===== config.mk =====
export PLATFORM = sky130hd
export DESIGN_NAME = mac_feed_scheduler
export DESIGN_NICKNAME = d
export VERILOG_FILES = /design/src/rtl/cnn_sched_pkg.sv /design/src/rtl/mac_wt_loader.sv /design/src/rtl/mac_feed_scheduler.sv
export SDC_FILE = /design/constraint.sdc
export NUM_CORES = 1
export LEC_CHECK = 0
export CAP_MARGIN = 20
export CORE_ASPECT_RATIO = 1.2
export CORE_MARGIN = 4
export CORE_UTILIZATION = 50
export DETAILED_ROUTE_END_ITERATION = 6
export HOLD_SLACK_MARGIN = 0.15
export MAX_ROUTING_LAYER = met4
export PLACE_DENSITY = 0.73
export SYNTH_ARGS = -nofsm -noshare
export SYNTH_HDL_FRONTEND = slang
export SYNTH_SLANG_ARGS = --single-unit

===== constraint.sdc =====
create_clock -name clk -period 8 [get_ports clk]
set_input_delay 2.4 -clock clk [delete_from_list [all_inputs] [get_ports clk]]
set_output_delay 2.4 -clock clk [all_outputs]
set_load 0.005 [all_outputs]

===== src/rtl/cnn_sched_pkg.sv =====
// rtl/cnn_sched_pkg.sv - shared states and default sizing for the MAC feed scheduler
package cnn_sched_pkg;

    localparam int DEF_TOUT      = 32;
    localparam int DEF_LOG2TOUT  = 5;
    localparam int DEF_DRAIN_CYC = 8;

    typedef enum logic [1:0] {
        W_IDLE,
        W_LOAD,
        W_HOLD
    } wt_state_e;

    typedef enum logic [1:0] {
        D_IDLE,
        D_WAIT,
        D_STREAM,
        D_DRAIN
    } dat_state_e;

endpackage


===== src/rtl/mac_wt_loader.sv =====
// rtl/mac_wt_loader.sv - weight engine: loads one group of TOUT rows, then holds until granted
module mac_wt_loader
    import cnn_sched_pkg::*;
#(
    parameter int TOUT     = DEF_TOUT,
    parameter int LOG2TOUT = DEF_LOG2TOUT
) (
    input  logic                     clk,
    input  logic                     rst_n,
    input  logic                     start_i,
    input  logic                     clear_i,
    input  logic                     stall_i,
    input  logic                     grant_i,
    input  logic [11:0]              groups_i,
    output logic                     rd_en_o,
    output logic [11+LOG2TOUT:0]     rd_addr_o,
    output logic [LOG2TOUT-1:0]      row_o
);

    wt_state_e              state_q, state_d;
    logic [11:0]            grp_q, grp_d;
    logic [LOG2TOUT-1:0]    row_q, row_d;
    logic                   tok_q, tok_d;

    // Engine state, group/row counters and the one-group-ahead token
    always_ff @(posedge clk or negedge rst_n) begin
        if (!rst_n) begin
            state_q <= W_IDLE;
            grp_q   <= '0;
            row_q   <= '0;
            tok_q   <= 1'b0;
        end else begin
            state_q <= state_d;
            grp_q   <= grp_d;
            row_q   <= row_d;
            tok_q   <= tok_d;
        end
    end

    // Next state: a grant (Wout_loop_start of the group in use) lets the next group load
    always_comb begin
        state_d = state_q;
        grp_d   = grp_q;
        row_d   = row_q;
        tok_d   = tok_q | grant_i;
        rd_en_o = 1'b0;
        case (state_q)
            W_IDLE: begin
                tok_d = 1'b0;
                if (start_i) begin
                    state_d = W_LOAD;
                    grp_d   = '0;
                    row_d   = '0;
                end
            end
            W_LOAD: begin
                if (!stall_i) begin
                    rd_en_o = 1'b1;
                    if (row_q == LOG2TOUT'(TOUT - 1)) begin
                        row_d   = '0;
                        state_d = W_HOLD;
                    end else begin
                        row_d = row_q + 1'b1;
                    end
                end
            end
            W_HOLD: begin
                if ((grp_q != groups_i - 12'd1) && (tok_q || grant_i)) begin
                    state_d = W_LOAD;
                    grp_d   = grp_q + 12'd1;
                    tok_d   = 1'b0;
                end
            end
            default: state_d = W_IDLE;
        endcase
        if (clear_i) begin
            state_d = W_IDLE;
            grp_d   = '0;
            row_d   = '0;
            tok_d   = 1'b0;
        end
    end

    assign rd_addr_o = rd_en_o ? {grp_q, row_q} : '0;
    assign row_o     = row_q;

endmodule


===== src/rtl/mac_feed_scheduler.sv =====
// rtl/mac_feed_scheduler.sv - data engine, weight loader and MAC-side pipeline registers
module mac_feed_scheduler
    import cnn_sched_pkg::*;
#(
    parameter int TOUT      = DEF_TOUT,
    parameter int LOG2TOUT  = DEF_LOG2TOUT,
    parameter int DRAIN_CYC = DEF_DRAIN_CYC
) (
    input  logic                     clk,
    input  logic                     rst_n,
    input  logic                     start,
    input  logic [15:0]              cfg_wout,
    input  logic [11:0]              cfg_groups,
    input  logic                     stall,
    output logic                     busy,
    output logic                     done,
    output logic                     wt_rd_en,
    output logic [11+LOG2TOUT:0]     wt_rd_addr,
    output logic                     dat_rd_en,
    output logic [15:0]              dat_rd_addr,
    output logic                     wt_vld,
    output logic [LOG2TOUT-1:0]      wt_cnt,
    output logic                     dat_vld,
    output logic                     Wout_loop_start,
    output logic                     Wout_loop_end
);

    localparam int DW = $clog2(DRAIN_CYC + 1);

    dat_state_e             dstate_q, dstate_d;
    logic [15:0]            wout_q, wout_d;
    logic [11:0]            groups_q, groups_d;
    logic [15:0]            pix_q, pix_d;
    logic [11:0]            dgrp_q, dgrp_d;
    logic [DW-1:0]          drain_q, drain_d;
    logic                   ready_q, ready_d;

    logic                   wt_vld_q, dat_vld_q, wls_q, wle_q;
    logic [LOG2TOUT-1:0]    wt_cnt_q;
    logic [LOG2TOUT-1:0]    wt_row;
    logic                   accept, zero_cfg, wt_done, clear;

    assign accept   = start && (dstate_q == D_IDLE);
    assign zero_cfg = (cfg_wout == 16'd0) || (cfg_groups == 12'd0);
    assign wt_done  = wt_vld_q && (wt_cnt_q == LOG2TOUT'(TOUT - 1));

    mac_wt_loader #(
        .TOUT     (TOUT),
        .LOG2TOUT (LOG2TOUT)
    ) u_wt_loader (
        .clk       (clk),
        .rst_n     (rst_n),
        .start_i   (accept && !zero_cfg),
        .clear_i   (clear),
        .stall_i   (stall),
        .grant_i   (wls_q),
        .groups_i  (groups_q),
        .rd_en_o   (wt_rd_en),
        .rd_addr_o (wt_rd_addr),
        .row_o     (wt_row)
    );

    // Data engine state, sampled configuration and counters
    always_ff @(posedge clk or negedge rst_n) begin
        if (!rst_n) begin
            dstate_q <= D_IDLE;
            wout_q   <= '0;
            groups_q <= '0;
            pix_q    <= '0;
            dgrp_q   <= '0;
            drain_q  <= '0;
            ready_q  <= 1'b0;
        end else begin
            dstate_q <= dstate_d;
            wout_q   <= wout_d;
            groups_q <= groups_d;
            pix_q    <= pix_d;
            dgrp_q   <= dgrp_d;
            drain_q  <= drain_d;
            ready_q  <= ready_d;
        end
    end

    // Data engine: ready marks a fully loaded group waiting to be streamed
    always_comb begin
        dstate_d  = dstate_q;
        wout_d    = wout_q;
        groups_d  = groups_q;
        pix_d     = pix_q;
        dgrp_d    = dgrp_q;
        drain_d   = drain_q;
        ready_d   = ready_q | wt_done;
        dat_rd_en = 1'b0;
        done      = 1'b0;
        clear     = 1'b0;
        case (dstate_q)
            D_IDLE: begin
                ready_d = 1'b0;
                if (accept) begin
                    wout_d   = cfg_wout;
                    groups_d = cfg_groups;
                    pix_d    = '0;
                    dgrp_d   = '0;
                    if (zero_cfg) begin
                        // Preset so the final count lands two cycles after start
                        dstate_d = D_DRAIN;
                        drain_d  = DW'(DRAIN_CYC - 1);
                    end else begin
                        dstate_d = D_WAIT;
                    end
                end
            end
            D_WAIT: begin
                if (ready_d) begin
                    dstate_d = D_STREAM;
                    ready_d  = 1'b0;
                end
            end
            D_STREAM: begin
                if (!stall) begin
                    dat_rd_en = 1'b1;
                    if (pix_q == wout_q - 16'd1) begin
                        pix_d = '0;
                        if (dgrp_q == groups_q - 12'd1) begin
                            dstate_d = D_DRAIN;
                            drain_d  = '0;
                        end else begin
                            dgrp_d = dgrp_q + 12'd1;
                            if (ready_d) begin
                                ready_d = 1'b0;
                            end else begin
                                dstate_d = D_WAIT;
                            end
                        end
                    end else begin
                        pix_d = pix_q + 16'd1;
                    end
                end
            end
            D_DRAIN: begin
                if (drain_q == DW'(DRAIN_CYC)) begin
                    done     = 1'b1;
                    clear    = 1'b1;
                    dstate_d = D_IDLE;
                    wout_d   = '0;
                    groups_d = '0;
                    dgrp_d   = '0;
                    drain_d  = '0;
                end else begin
                    drain_d = drain_q + 1'b1;
                end
            end
            default: dstate_d = D_IDLE;
        endcase
    end

    // MAC-side beats: each read strobe delayed by the one-cycle buffer latency
    always_ff @(posedge clk or negedge rst_n) begin
        if (!rst_n) begin
            wt_vld_q  <= 1'b0;
            wt_cnt_q  <= '0;
            dat_vld_q <= 1'b0;
            wls_q     <= 1'b0;
            wle_q     <= 1'b0;
        end else begin
            wt_vld_q  <= wt_rd_en;
            wt_cnt_q  <= wt_rd_en ? wt_row : '0;
            dat_vld_q <= dat_rd_en;
            wls_q     <= dat_rd_en && (pix_q == 16'd0);
            wle_q     <= dat_rd_en && (pix_q == wout_q - 16'd1);
        end
    end

    assign busy            = (dstate_q != D_IDLE);
    assign dat_rd_addr     = dat_rd_en ? pix_q : '0;
    assign wt_vld          = wt_vld_q;
    assign wt_cnt          = wt_cnt_q;
    assign dat_vld         = dat_vld_q;
    assign Wout_loop_start = wls_q;
    assign Wout_loop_end   = wle_q;

endmodule


; After elaboration in Yosys (flattened, before gate mapping)
; Cells that the tools add are included.
[word_totals]
output_inout_bits = 46
elab_cells = 139
ff_bits = 92
[classes]
addsub = 7
eq_ne = 24
muxes = 61
reduce_logical = 29
n_bitwise = 2
[op_table]
columns = operator, n
row1 = $mux W12, 9
row2 = $mux W16, 6
row3 = $pmux W16 S2, 2
row4 = $pmux W12 S2, 2
row5 = $pmux W12 S3, 1
row6 = $logic_not A16 Y1, 2
row7 = $mux W2, 13
row8 = $mux W5, 5
row9 = $add A12 B1 Y12 const B, 2
row10 = $mux W4, 6
row11 = $reduce_and A6 Y1, 3
row12 = $mux W17, 1
row13 = $add A16 B1 Y16 const B, 1
row14 = $eq A16 B16 Y1, 1
row15 = $ne A2 B2 Y1 const B, 8
row16 = $sub A16 B1 Y16 const B, 1
row17 = $eq A12 B12 Y1, 1
row18 = $logic_not A12 Y1, 1
row19 = $ne A12 B12 Y1, 1
row20 = $pmux W4 S3, 1
row21 = $reduce_and A3 Y1, 4
row22 = $sub A12 B1 Y12 const B, 1
row23 = $eq A5 B5 Y1 const B, 2
row24 = $mux W1, 10
row25 = other kinds (20), 39

; Depth between registers and ports, before layout
[logic_depth]
depth_word = 8
mapped_depth = 12

; Modules after synthesis
; A second synthesis with hierarchy kept.
[unflattened]
hier_cells = 754
hier_area_um2 = 6241.0
[by_module_without_submodules]
columns = mod, area_each_um2, cells_per_inst, seq_area_each_um2, n_inst
row1 = mac_feed_scheduler, 4531.8, 539, 1801.7, 1
row2 = mac_wt_loader, 1709.1, 215, 500.5, 1

; Worst setup path after synthesis
; No wires, ideal clock.
[synth_timing]
path_type = input port to output port
start = input stall
end = output dat_rd_addr[10]
cell_stages = 4
n_path_buf = 2
t_arrival_ns = 3.247
setup_slack_ns = 2.353
cell_sequence = clkbuf_1 > nor2_1 > clkbuf_1 > and2_1
[synth_via]
elab_chain_cells = 3
[synth_lines]
columns = element, line_no
row1 = start: declaration, mac_feed_scheduler.sv:14  ; input logic stall,
row2 = $mux W1, mac_feed_scheduler.sv:120  ; if (!stall) begin
row3 = $mux W1, mac_feed_scheduler.sv:96  ; case (dstate_q)
row4 = named net dat_rd_en, mac_feed_scheduler.sv:19  ; output logic dat_rd_en,
row5 = $mux W16, mac_feed_scheduler.sv:175  ; assign dat_rd_addr = dat_rd_en ? pix_q : '0;
row6 = end: declaration, mac_feed_scheduler.sv:20  ; output logic [15:0] dat_rd_addr,
; The timed path passes the listed nets, and every way through them passes these cells.

; Final worst setup path
[layout_timing]
start = input stall
end = output dat_rd_addr[2]
[layout_via]
elab_chain_cells = 3
[layout_lines]
columns = element, line_no
row1 = $mux W1, mac_feed_scheduler.sv:120
row2 = $mux W1, mac_feed_scheduler.sv:96
row3 = $mux W16, mac_feed_scheduler.sv:175
; No other way between the ends.

==> results.md <==
* IR Drop Worst-Case VDD at 0.1098 mV
* Final hold slack at 501.5 ps
* Synth async-reset ratio at 1.000
* Total iterations of the first detailed-routing run at 7
* Type of destination of the critical path: primary output
* Number of sinks handled by clock tree synthesis at 92
* Initial cell density of the core at 0.5136
* TritonCTS clock tree: done
* Post-CTS Setup Repair Bufs at 0
* Remaining antenna violation count at 0
* Cell at the root of the clock tree: sky130_fd_sc_hd__clkbuf_16
* Class of the tightest hold or removal check: flop to flop
* Status: finished, violations left
* Maximum net fanout on the critical path at 18
* Average detailed-routed wire length per instance at 18.32 um
* Slew HR at 0.3326
* Number of flops mapped to enable cells by yosys at 0
* Total vias in the final route at 5938
* Synthesized netlist net count at 791
* Count of port buffers added during placement at 77
* Overall die height at 130.5 um
* Violated checks: design-rule violations
* Layout cell share with drive strength beyond 1 at 0.04619
* Clock transition time at the flip-flop clock pins of the worst setup and hold paths at 70 ps
* Count of different cell masters after synthesis at 75
* Placed wire-length estimate at 13.06 mm
* DRC at 6
* Power per Cell Area at 158.8 nW/um^2
* Max-cap check violation count at 0
* Routability congestion estimate from global placement at 0.9140
* Syn Area/Cell at 8.342 sq um
* Nets at 839
* Post-synthesis sequential element count at 92
* Cells after Synth at 749
* Portion of the post-synthesis area used by sequential elements at 0.3684
* Cts bufs inserted at 9
* Boundary Pins at 78
* Most used cells in the layout excluding fill and tap cells: sky130_fd_sc_hd__nand2_1, sky130_fd_sc_hd__dfrtp_1, sky130_fd_sc_hd__clkdlybuf4s50_1
* Final worst path period share at 0.8527
* Data required time of the critical path at 5600 ps
* H-tree depth at 3
* Max Transition Viols Final at 0
* Post-route minimum period at 6821 ps
* Mean number of vias per cell at 6.173
* Type of the worst setup path: input port to primary output
* Clock latency of the later-clocked register in the worst-skew pair at 340 ps
* GRT Resource Usage Total at 0.2634
* Number of DRC violations after detailed-routing iteration 0 at 337
* Most frequent standard cell in the layout excluding fill and tap cells: sky130_fd_sc_hd__nand2_1
* Vias in the first global route at 5953
* Worst-Margin Slew at 998.3 ps
* Worst Min Path Start: drain_q[2]
* Maximum clock frequency at 0.1466 GHz
* Sum of routed wire length over all layers at 17.63 mm
* Count of yosys warnings during synthesis at 0
* Reg2reg start: wout_q[3]
* P_leak at 3.005 nW
* Area Overhead vs Synth at 18.14%
* Pin count of the biggest net entering global routing at 54
* Final count of hold timing violations at 0
* Diode insertion count for antenna repair at 0
* Dominant register cell in the synthesized netlist: sky130_fd_sc_hd__dfrtp_1
* RSZ-0062 raised after global routing: false
* Placeable core region at 12170 sq um
* Fin Clk Skew at 8.861 ps
* Quantity of gates resized following cts at 0
* Total Negative Setup Slacks at 0 ps
* First-pass GRT wire length at 29.06 mm
* Number of hold buffers added after CTS at 0
* Crit path arrival time at 4420 ps
* Initial antenna violation count at 0
* Chip width at 110.1 um
* Row Count at 44
* Critical path launch point type: input port
* Overflow left after global routing at 0
* Die Footprint at 14360 sq um
* CP startpoint: stall
* Final setup violating endpoints at 0
* CTS Buffer Depth at 2
* Netlist area before placement at 6248 sq um
state kept, by name, indices dropped and copies added (netlist names):
register	count
wt_vld	1
Wout_loop_end	1
dat_vld	1
u_wt_loader.state_q	2
pix_q	16
u_wt_loader.tok_q	1
groups_q	12
wout_q	16
drain_q	4
u_wt_loader.grp_q	12
Wout_loop_start	1
dgrp_q	12
dstate_q	2
wt_cnt	5
ready_q	1
u_wt_loader.row_o	5
metal layers:
layer  share of wire  track usage
met1            0.40       0.3183
met2            0.51       0.4464
met3           0.055      0.03145
met4           0.026       0.1056
met5               0            -
per-stage QoR:
| stage | setup WS [ps] | instances | area [sq um] | power (W) | utilization |
|---|---|---|---|---|---|
| 2_1_floorplan | 2353 | 749 | 6248 | 0.0006701 | - |
| 3_3_place_gp | 1238 | 947 | 7083 | 0.0007392 | 0.5822 |
| 3_5_place_dp | 1134 | 947 | 7083 | 0.0007461 | 0.5822 |
| 4_1_cts | 1124 | 962 | 7382 | 0.001180 | 0.6067 |
| 5_1_grt | 989.2 | 962 | 7382 | 0.001230 | 0.6067 |
| 6_report | 1179 | 962 | 7382 | 0.001173 | 0.6067 |
cell usage after synthesis (all sizes together), types with 16 or more instances:
| cell type | count | area (sq um) |
|---|---|---|
| and2 | 29 | 181.4 |
| nor2 | 39 | 146.4 |
| nand2 | 98 | 367.9 |
| nor3 | 27 | 135.1 |
| dfrtp | 92 | 2302 |
| nand3 | 35 | 175.2 |
| inv | 28 | 105.1 |
| clkbuf | 40 | 150.1 |
| or3 | 16 | 105.1 |
| o21ai | 48 | 240.2 |
| nor4 | 21 | 143.9 |
| xnor2 | 29 | 254.0 |
| and3 | 17 | 106.4 |
| nand4 | 17 | 106.4 |
| a21oi | 26 | 130.1 |
logic make-up (layout without fill, tap and decap cells):
| group | after synthesis | after routing | share of synthesized area |
|---|---|---|---|
| compound gates | 157 | 157 | 0.1690 |
| xor+xnor | 47 | 47 | 0.07249 |
| fa+ha+maj | 11 | 11 | 0.02163 |
| buf+inv | 75 | 127 | 0.04625 |
| flops | 92 | 92 | 0.3684 |
| mux | 11 | 11 | 0.01822 |
| simple gates | 356 | 356 | 0.3040 |
worst paths after layout:
kind	depth (start not counted)	to	slack [ps]
worst min-delay path	1	drain_q[2]	500
worst max register to register	8	pix_q[13]	3980
max in group asynchronous	2	groups_q[1]	4880
worst max-delay path	4	dat_rd_addr[2]	1180
worst min register to register	1	drain_q[2]	500
min in group asynchronous	1	drain_q[3]	2030
critical path, cell delays in order:
cell and delay, ps:
sky130_fd_sc_hd__clkdlybuf4s50_1 480, sky130_fd_sc_hd__nor2_1 780, sky130_fd_sc_hd__and2_1 240, sky130_fd_sc_hd__clkdlybuf4s50_1 510
area by class of cell:
type,instances,area [sq um]
clock buffers,10,239.0
clock inverters,5,60.06
fillers,1088,4785
inverters,29,108.9
multi-input cells,582,3657
flip-flops and latches,92,2302
well taps,161,201.4
repair buffers,83,813.3
where the power goes:
group          switching (W)  internal [W]  leakage [nW]  total, W
logic               0.000107     0.0000936          1.64  0.000201
clock network       0.000183      0.000250         0.145  0.000433
registers          0.0000481      0.000491          1.22  0.000539
No activity file was read; power rests on OpenSTA's default activity.
